<file path="src/rtl/neuron_cfg_pkg.sv">
// Shared definitions for the neuron configuration path: transmitter FSM
// states and the default array geometry reused by the array top.
package neuron_cfg_pkg;

  localparam int CFG_NEURONS = 24;
  localparam int CFG_MEMORY  = 8;
  localparam int CFG_ADDR_W  = 7;

  typedef enum logic [1:0] {
    IDLE  = 2'd0,
    SETUP = 2'd1,
    SHIFT = 2'd2,
    HOLD  = 2'd3
  } cfg_state_e;

  // Bit-counter width; a one-bit register still exists when MEMORY is 1.
  function automatic int cnt_width(input int memory);
    return (memory > 1) ? $clog2(memory) : 1;
  endfunction

endpackage

</file>
<file path="src/rtl/neuron_config_tx_if.sv">
// Host-side request channel: one address/word pair over valid/ready.
interface neuron_config_tx_if #(
  parameter int ADDR_W = 7,
  parameter int MEMORY = 8
);
  logic              cfg_valid;
  logic              cfg_ready;
  logic [ADDR_W-1:0] cfg_addr;
  logic [MEMORY-1:0] cfg_data;

  modport master (output cfg_valid, output cfg_addr, output cfg_data, input  cfg_ready);
  modport slave  (input  cfg_valid, input  cfg_addr, input  cfg_data, output cfg_ready);
endinterface

</file>
<file path="src/rtl/cfg_piso.sv">
// Parallel-in / serial-out register holding the word being shifted into
// the selected neuron. MSB leaves first; zeros fill from the bottom.
module cfg_piso #(
  parameter int WIDTH = 8
) (
  input  logic             clk,
  input  logic             rst_n,
  input  logic             load,
  input  logic             shift_en,
  input  logic [WIDTH-1:0] din,
  output logic             msb
);

  logic [WIDTH-1:0] data_q, data_d;

  // Load has priority; shifting uses << so a one-bit register also works.
  always_comb begin
    data_d = data_q;
    if (load)          data_d = din;
    else if (shift_en) data_d = data_q << 1;
  end

  // Word register, cleared asynchronously.
  always_ff @(posedge clk or negedge rst_n) begin
    if (!rst_n) data_q <= '0;
    else        data_q <= data_d;
  end

  assign msb = data_q[WIDTH-1];

endmodule

</file>
<file path="src/rtl/neuron_config_tx.sv">
// Serializing configuration transmitter: captures one word + neuron
// address, then drives select/CONTROL/SEQ so the neuron loads it MSB-first.
// Sequence per transfer: SETUP (1) -> SHIFT (MEMORY) -> HOLD (1, done).
module neuron_config_tx
  import neuron_cfg_pkg::*;
#(
  parameter int NEURONS = CFG_NEURONS,
  parameter int MEMORY  = CFG_MEMORY,
  parameter int ADDR_W  = CFG_ADDR_W
) (
  input  logic              clk,
  input  logic              rst_n,
  neuron_config_tx_if.slave cfg,
  output logic [ADDR_W-1:0] sel_addr,
  output logic              sel_en,
  output logic              control,
  output logic              seq_out,
  output logic              busy,
  output logic              done,
  output logic              err
);

  localparam int                CNT_W    = cnt_width(MEMORY);
  localparam logic [CNT_W-1:0]  CNT_LOAD = CNT_W'(MEMORY - 1);
  localparam logic [ADDR_W:0]   ADDR_LIM = (ADDR_W + 1)'(NEURONS);

  cfg_state_e        state_q, state_d;
  logic [CNT_W-1:0]  cnt_q, cnt_d;
  logic [ADDR_W-1:0] sel_addr_q, sel_addr_d;
  logic              sel_en_q, sel_en_d;
  logic              control_q, control_d;
  logic              seq_out_q, seq_out_d;
  logic              busy_q, busy_d;
  logic              done_q, done_d;
  logic              err_q, err_d;

  logic accept, in_range;
  logic piso_load, piso_shift, piso_msb;

  cfg_piso #(.WIDTH(MEMORY)) u_piso (
    .clk      (clk),
    .rst_n    (rst_n),
    .load     (piso_load),
    .shift_en (piso_shift),
    .din      (cfg.cfg_data),
    .msb      (piso_msb)
  );

  // Ready is a pure state decode so the host never sees a path from cfg_*.
  assign cfg.cfg_ready = (state_q == IDLE);

  // Next state, bit counter, address capture and the registered outputs.
  // Outputs are computed from state_d so each flop shows the state it is in.
  always_comb begin
    accept     = (state_q == IDLE) && cfg.cfg_valid;
    in_range   = {1'b0, cfg.cfg_addr} < ADDR_LIM;
    state_d    = state_q;
    cnt_d      = cnt_q;
    sel_addr_d = sel_addr_q;
    err_d      = 1'b0;
    piso_load  = 1'b0;

    case (state_q)
      IDLE: begin
        if (accept) begin
          if (in_range) begin
            state_d    = SETUP;
            sel_addr_d = cfg.cfg_addr;
            piso_load  = 1'b1;
          end else begin
            err_d = 1'b1;
          end
        end
      end
      SETUP: begin
        state_d = SHIFT;
        cnt_d   = CNT_LOAD;
      end
      SHIFT: begin
        if (cnt_q == '0) state_d = HOLD;
        else             cnt_d   = cnt_q - CNT_W'(1);
      end
      HOLD:    state_d = IDLE;
      default: state_d = IDLE;
    endcase

    // The MSB is sampled into seq_out on the same edge the register shifts,
    // so each SHIFT cycle carries the next bit down.
    piso_shift = (state_d == SHIFT);
    seq_out_d  = piso_shift & piso_msb;
    sel_en_d   = (state_d != IDLE);
    busy_d     = (state_d != IDLE);
    control_d  = (state_d == SETUP) || (state_d == SHIFT);
    done_d     = (state_d == HOLD);
  end

  // State and output registers; reset abandons any transfer without done.
  always_ff @(posedge clk or negedge rst_n) begin
    if (!rst_n) begin
      state_q    <= IDLE;
      cnt_q      <= '0;
      sel_addr_q <= '0;
      sel_en_q   <= 1'b0;
      control_q  <= 1'b0;
      seq_out_q  <= 1'b0;
      busy_q     <= 1'b0;
      done_q     <= 1'b0;
      err_q      <= 1'b0;
    end else begin
      state_q    <= state_d;
      cnt_q      <= cnt_d;
      sel_addr_q <= sel_addr_d;
      sel_en_q   <= sel_en_d;
      control_q  <= control_d;
      seq_out_q  <= seq_out_d;
      busy_q     <= busy_d;
      done_q     <= done_d;
      err_q      <= err_d;
    end
  end

  assign sel_addr = sel_addr_q;
  assign sel_en   = sel_en_q;
  assign control  = control_q;
  assign seq_out  = seq_out_q;
  assign busy     = busy_q;
  assign done     = done_q;
  assign err      = err_q;

endmodule

</file>
<file path="src/flat_wrapper.sv">
// flat-port wrapper written by rule: the top's interface ports become plain ports
module neuron_config_tx_flat import neuron_cfg_pkg::*;
#(
  parameter int NEURONS = CFG_NEURONS,
  parameter int MEMORY  = CFG_MEMORY,
  parameter int ADDR_W  = CFG_ADDR_W
)
  (clk, rst_n, sel_addr, sel_en, control, seq_out, busy, done, err, cfg_cfg_valid, cfg_cfg_addr, cfg_cfg_data, cfg_cfg_ready);
  neuron_config_tx_if #(.ADDR_W(ADDR_W), .MEMORY(MEMORY)) cfg_i ();
  input  logic clk;
  input  logic rst_n;
  output logic [ADDR_W-1:0] sel_addr;
  output logic sel_en;
  output logic control;
  output logic seq_out;
  output logic busy;
  output logic done;
  output logic err;
  input wire logic [$bits(cfg_i.cfg_valid)-1:0] cfg_cfg_valid;
  input wire logic [$bits(cfg_i.cfg_addr)-1:0] cfg_cfg_addr;
  input wire logic [$bits(cfg_i.cfg_data)-1:0] cfg_cfg_data;
  output wire logic [$bits(cfg_i.cfg_ready)-1:0] cfg_cfg_ready;
  assign cfg_i.cfg_valid = cfg_cfg_valid;
  assign cfg_i.cfg_addr = cfg_cfg_addr;
  assign cfg_i.cfg_data = cfg_cfg_data;
  assign cfg_cfg_ready = cfg_i.cfg_ready;
  neuron_config_tx #(.NEURONS(NEURONS), .MEMORY(MEMORY), .ADDR_W(ADDR_W)) u_core (.clk(clk), .rst_n(rst_n), .cfg(cfg_i), .sel_addr(sel_addr), .sel_en(sel_en), .control(control), .seq_out(seq_out), .busy(busy), .done(done), .err(err));
endmodule
</file>
<file path="config.mk">
export PLATFORM = sky130hd
export DESIGN_NAME = neuron_config_tx_flat
export DESIGN_NICKNAME = d
export VERILOG_FILES = /design/src/rtl/neuron_cfg_pkg.sv /design/src/rtl/neuron_config_tx_if.sv /design/src/rtl/cfg_piso.sv /design/src/rtl/neuron_config_tx.sv /design/src/flat_wrapper.sv
export SDC_FILE = /design/constraint.sdc
export NUM_CORES = 1
export LEC_CHECK = 0
export ABC_AREA = 1
export BUFFER_PORTS_ARGS = -buffer_cell sky130_fd_sc_hd__buf_2
export CAP_MARGIN = 15
export CORE_AREA = 8 8 59 61
export DETAILED_ROUTE_END_ITERATION = 16
export DIE_AREA = 0 0 67 69
export PLACE_DENSITY = 0.73
export SYNTH_ARGS = -nofsm -noshare
export SYNTH_HDL_FRONTEND = slang
export SYNTH_SLANG_ARGS = --single-unit
</file>
<file path="constraint.sdc">
create_clock -name clk -period 2.1 [get_ports clk]
set_input_delay 0.105 -clock clk [delete_from_list [all_inputs] [get_ports clk]]
set_output_delay 0.105 -clock clk [all_outputs]
set_load 0.01 [all_outputs]
</file>
==> flow_summary_export.csv, run 1 <==
group,metric,value,unit
status,status,"finished clean",
global_route,grt_start_max_net_pins,26,
power,worst_ir_drop_vdd,0.8660,mV
setup_path,crit_chain,"inv_1 > ha_1 > nand2_2 > inv_1 > nand3_2 > nand3_1 > o21ai_0 > ha_2 > inv_2 > nand3_1 > nand3_2",
logic_synthesis,netlist_instances,147,
floorplan,die_x,67,µm
clock_network,h-tree-depth,1,
finish,fin_nets,217,
sta,hold_viol,0,
floorplan,core-area,2615,µm²
routing,first_pass_iters,5,
power,power,1.819,mW
routing,drcViolationCount,0,
global_route,grtUsageTotal,12.09,%
setup_path,cp_max_fo,9,
sta,worst_slew_pin_slew,0.5521,ns
setup_path,crit_type,"reg -> reg",
clock_network,cts_setup_buffers,0,
floorplan,io_pins,32,
sta,skew,0.003575,ns
clock_network,max-clock-path-buffers,2,
placed_design,placedCellCount,205,
finish,area_growth,23.22,%
clock_network,clk_pin_slew_worst_paths,0.13,ns
clock_network,insertion_delay,0.31,ns
power,cellPowerDensity,1166,nW/µm²
sta,maxSlewViolCount,0,
sta,setup_viol,0,
clock_network,cts_root_buf,"clkbuf_4",
sta,setup-tns-final,0,ns
placed_design,place_congestion,0.8093,
routing,drtAntennaViolNets,0,
setup_path,cpPeakStageDelay,0.41,ns
setup_path,crit_slowest_cell,"dfrtp_1",
clock_network,cts.sinks,25,
floorplan,fp.dieH,69,µm
floorplan,design.die.area,4623,µm²
sta,rsz0062_at_grt,"no",
sta,max_freq,529.9,MHz
global_route,antenna_found_initial,0,
global_route,grt_pass1_wl,4.478,mm
clock_network,tritoncts,"yes",
power,power_leakage,0.9227,nW
routing,via_per_inst,4.759,
routing,post_drt_wl_per_cell,12.35,µm
setup_path,end_kind,"flop",
routing,drtIter0Drc,63,
hold_path,hold_path_class,"in -> reg",
floorplan,num_rows,19,
sta,fin_crit,1.887,ns
placed_design,port_buffers,31,
finish,drive_above_1_share,23.81,%
finish,antenna_cells,0,
clock_network,cts_made_buffers,3,
logic_synthesis,synth.yosys.seq_area_share,49.41,%
floorplan,start_util,48.42,%
flow_run,max_cap_violations,0,
global_route,first_global_vias,1023,
sta,slew_headroom,63.19,%
logic_synthesis,syn-num-nets,174,
routing,num_vias,1047,
finish,final_cell_count_no_fill,220,
finish,n_fill_cell,239,
sta,period_share,89.86,%
placed_design,hpwl,1.980,mm
logic_synthesis,ys_ff_latch,25,
setup_path,required,2.36,ns
logic_synthesis,yosysUniqueCellTypes,17,
logic_synthesis,yosys_warnings,0,
setup_path,start_kind,"flop",
global_route,gr-total-overflow,0,
routing,drt-total-wl,2.716,mm
setup_path,cp.arrival,2.15,ns
logic_synthesis,synth_area,1266,µm²
logic_synthesis,syn_avg_cell_area,8.614,µm²
[flip-flops by register name, indices dropped and copies added, names as in the netlist, 2 cells and up]
| register | flops |
|---|---|
| u_core.u_piso.data_q | 8 |
| u_core.cnt_q | 3 |
| u_core.state_q | 2 |
| u_core.sel_addr | 7 |
[cells in the mapped netlist]
| master | number | area (µm²) |
|---|---|---|
| buf_6 | 3 | 33.78 |
| buf_4 | 1 | 7.510 |
| buf_2 | 1 | 5.000 |
| dfrtp_1 | 25 | 625.6 |
| nand2_2 | 2 | 12.51 |
| nor2_1 | 6 | 22.52 |
| nor3_1 | 1 | 5.000 |
| ha_1 | 9 | 112.6 |
| o21ai_0 | 1 | 5.000 |
| nand2_1 | 50 | 187.7 |
| o211ai_1 | 1 | 7.510 |
| nand3_1 | 14 | 70.07 |
| a21oi_1 | 4 | 20.02 |
| nand3_2 | 4 | 40.04 |
| nand4_1 | 1 | 6.260 |
| nor2_4 | 2 | 22.52 |
| inv_1 | 22 | 82.58 |
[routing by layer]
layer / vias to the layer above / global-route usage (%) / part of all wire, %
li1: 530 / - / -
met1: 505 / 12.69 / 39
met2: 10 / 22.55 / 57
met3: 2 / 2.908 / 3.2
met4: 0 / 3.256 / 0.44
met5: - / 0 / 0
[cell families (layout without fill, tap and decap cells)]
family | after synthesis | after routing | synth area share (%)
DFF | 25 | 25 | 49.41
adders and majority gates | 9 | 9 | 8.893
AOI/OAI and AO/OA | 6 | 6 | 2.569
buffers and inverters | 27 | 69 | 10.18
and+or+nand+nor | 80 | 80 | 28.95
[timing repair]
item	CTS	global route
hold buffers	9	2
setup endpoints to repair	0	8
hold endpoints to repair	33	2
resized for setup	0	2
[cell usage in the layout (no fill, tap or decap)]
cell           synthesis  layout
nor3_1                 1       1
nor2_4                 2       2
nand3_1               14      14
dlygate4sd3_1          0      11
nand3_2                4       4
ha_1                   9       8
dfrtp_1               25      25
o211ai_1               1       1
o21ai_0                1       1
a21oi_1                4       4
inv_1                 22      21
nor2_1                 6       6
clkbuf_4               0       3
nand4_1                1       1
buf_4                  1       1
inv_2                  0       1
buf_2                  1      31
nand2_2                2       2
clkbuf_1               0       1
ha_2                   0       1
nand2_1               50      50
[through the flow]
step / cell area, µm² / setup WS [ns] / utilization, % / hold slack (ns)
finish: 1560 / 0.2130 / 59.67 / 0.01438
global route: 1560 / 0.05819 / 59.67 / 0.001054
CTS: 1538 / 0.05527 / 58.80 / 0.001199
detailed placement: 1421 / 0.08860 / 54.35 / 0.1338
global placement: 1421 / 0.1807 / 54.35 / 0.1182
floorplan: 1266 / 0.1568 / - / -0.1906
[where the power goes]
part | total (mW) | leakage [nW] | switching [mW] | internal [mW]
registers | 0.745 | 0.320 | 0.0828 | 0.662
clock network | 0.212 | 0.0150 | 0.138 | 0.0741
logic | 0.862 | 0.587 | 0.523 | 0.339
[cell type report]
class	instances	area (µm²)	area share, %
multi-input combinational	95	514.2	32.96
timing repair buffer	43	272.8	17.48
tap	31	38.79	2.486
inverter	22	82.58	5.293
sequential	25	625.6	40.10
clock buffer	4	26.28	1.684
[worst max-delay path: cells and delay by family, from the launching register on]
family                   cells  cell delay (ns)
adder cells (fa/ha/maj)      2             0.50
AND/OR/NAND/NOR              5             0.41
flip-flops                   1             0.41
buffers and inverters        3             0.38
AO/OA/AOI/OAI                1             0.12
[worst paths after layout]
check,cells after the start,start,slack (ns),end
max in group asynchronous,2,rst_n,1.44,u_core.u_piso.data_q[6]$_DFFE_PN0P_
hold / removal,3,cfg_cfg_data[2],0.01,u_core.u_piso.data_q[2]$_DFFE_PN0P_
min in group asynchronous,2,rst_n,0.30,u_core.u_piso.data_q[5]$_DFFE_PN0P_
setup / recovery,11,u_core.state_q[0]$_DFF_PN0_,0.21,u_core.u_piso.data_q[5]$_DFFE_PN0P_
hold reg to reg,2,u_core.sel_addr[5]$_DFFE_PN0P_,0.50,u_core.sel_addr[5]$_DFFE_PN0P_
setup reg to reg,11,u_core.state_q[0]$_DFF_PN0_,0.21,u_core.u_piso.data_q[5]$_DFFE_PN0P_
Note: power is estimated with default switching activity, not from simulation.
==> run 2: changes to the inputs <==
Settings changed: CORE_AREA 8 8 59 61 to 8 8 62 64, DIE_AREA 0 0 67 69 to 0 0 70 72, PLACE_DENSITY 0.73 to 0.69.
Clock period 2.1 ns to 1.5 ns, I/O delays scaled along.
==> flow_summary_export.csv, run 2 (synthesized netlist as in run 1, its figures left out) <==
group,metric,value,unit
status,status,"finished, violations left",
setup_path,cp_max_fo,9,
sta,setup_ws,-0.06625,ns
hold_path,hold_path_class,"in -> reg",
routing,num_vias,1139,
setup_path,required,1.73,ns
finish,layout_common_cells,"nand2_1 (49), buf_2 (31), dfrtp_1 (25)",
clock_network,cts_made_buffers,3,
global_route,grtUsageTotal,12.21,%
global_route,gr-total-overflow,0,
routing,post_drt_wl_per_cell,13.18,µm
finish,antenna_cells,0,
flow_run,max_cap_violations,0,
finish,largest_reg_flops,8,
power,p_int,1.857,mW
clock_network,tritoncts,"yes",
floorplan,fp.dieH,72,µm
placed_design,place_congestion,0.7496,
finish,fin_nets,233,
sta,rsz0062_at_grt,"yes",
routing,drt-total-wl,3.136,mm
setup_path,crit_type,"reg -> reg",
power,p_comb_share,56.3,%
setup_path,end_kind,"flop",
sta,worst_slew_pin_slew,0.5615,ns
floorplan,num_rows,20,
sta,max_freq,638.5,MHz
clock_network,h-tree-depth,1,
setup_path,start_kind,"flop",
finish,largest-register,"u_core.u_piso.data_q",
clock_network,clk_pin_slew_worst_paths,0.14,ns
routing,via_per_inst,4.786,
hold_path,hold_start,"cfg_cfg_addr[6]",
power,p_seq_share,33.7,%
sta,slew_headroom,62.57,%
sta,period_share,104.4,%
sta,setup_viol,9,
setup_path,r2r_start,"u_core.state_q[1]$_DFF_PN0_",
routing,drtAntennaViolNets,0,
power,worst_ir_drop_vdd,1.185,mV
global_route,grt_start_max_net_pins,26,
floorplan,design.die.area,5040,µm²
routing,drtIter0Drc,47,
placed_design,hpwl,2.098,mm
finish,drive_above_1_share,34.63,%
power,power_leakage,1.011,nW
finish,area_growth,42.00,%
setup_path,startpoint,"u_core.state_q[1]$_DFF_PN0_",
floorplan,die_x,70,µm
placed_design,place_area,1553,µm²
power,cellPowerDensity,1747,nW/µm²
finish,design_area,1798,µm²
clock_network,insertion_delay,0.32,ns
clock_network,cts.sinks,25,
sta,fin_crit,1.566,ns
finish,final_common_cell,"nand2_1",
floorplan,io_pins,32,
sta,maxSlewViolCount,0,
sta,setup-tns-final,-0.4561,ns
power,switching_share,40.88,%
routing,first_pass_iters,5,
sta,holdWs,0.04525,ns
finish,post-route-util,61.94,%
clock_network,cts_root_buf,"clkbuf_4",
sta,hold_viol,0,
floorplan,start_util,43.62,%
status,violations,"negative setup slack",
global_route,antenna_found_initial,0,
power,p_clk_share,10.1,%
power,power,3.141,mW
power,switchingPower,1.284,mW
global_route,first_global_vias,1147,
floorplan,core-area,2903,µm²
global_route,grt_pass1_wl,5.050,mm
clock_network,max-clock-path-buffers,2,
sta,skew,0.003176,ns
routing,drcViolationCount,0,
placed_design,port_buffers,31,
setup_path,cp.arrival,1.80,ns
-- run 2: cell types whose count changed in the layout (fill, tap and decap cells not counted), sizes merged --
| cell | delta |
|---|---|
| buf | +14 |
| clkbuf | -1 |
| clkinvlp | +1 |
| dlygate4sd3 | +2 |
-- run 2: cell type report --
| class | instances | area (µm²) |
|---|---|---|
| fillers | 250 | 1105 |
| flip-flops and latches | 25 | 625.6 |
| multi-input cells | 95 | 606.8 |
| repair buffers | 59 | 401.6 |
| inverters | 22 | 92.59 |
| well taps | 33 | 41.29 |
| clock buffers | 3 | 22.52 |
| clock inverters | 1 | 7.507 |
-- run 2: repair_timing --
action,in CTS,in global routing
gates resized for setup,5,8
hold endpoints to repair,37,0
hold buffers,13,0
setup buffers,1,1
setup endpoints to repair,10,11
-- run 2: final timing paths --
check | to | slack, ns | depth (start not counted)
setup / recovery | u_core.u_piso.data_q[4]$_DFFE_PN0P_ | -0.07 | 8
min in group asynchronous | u_core.cnt_q[0]$_DFFE_PN0P_ | 0.25 | 2
hold / removal | u_core.err$_DFF_PN0_ | 0.05 | 3
hold reg to reg | u_core.sel_addr[5]$_DFFE_PN0P_ | 0.48 | 2
max in group asynchronous | u_core.sel_en$_DFF_PN0_ | 0.88 | 2
setup reg to reg | u_core.u_piso.data_q[4]$_DFFE_PN0P_ | -0.07 | 8
-- run 2: metal layers --
| layer | up-vias | global-route usage [%] | share of wire [%] |
|---|---|---|---|
| met3 | 6 | 3.683 | 5.8 |
| li1 | 567 | - | - |
| met2 | 24 | 21.93 | 53 |
| met1 | 542 | 13.01 | 39 |
| met4 | 0 | 5.134 | 1.8 |
| met5 | - | 0 | 0 |
-- run 2: worst max-delay path: stages, from the launching register on --
cell and delay, ns:
dfrtp_1 0.44, inv_2 0.12, ha_2 0.28, nand3_4 0.10, o21ai_4 0.08, ha_4 0.22, inv_6 0.06, nand3_1 0.10
nand3_2 0.07
-- run 2: power by group through the flow --
stage,Clock (mW),Combinational (mW),Sequential [mW]
global placement,0,1.45,1.05
floorplan,0,0.926,1.11
detailed placement,0,1.51,1.06
global route,0.358,1.96,1.08
finish,0.316,1.77,1.06
CTS,0.326,1.63,1.05
-- run 2: stage by stage --
step,instances,setup slack [ns]
after global routing,238,-0.1374
after CTS,237,-0.04005
after global placement,219,-0.03946
after floorplan,147,-0.09310
final,238,-0.06625
after detailed placement,219,-0.1110
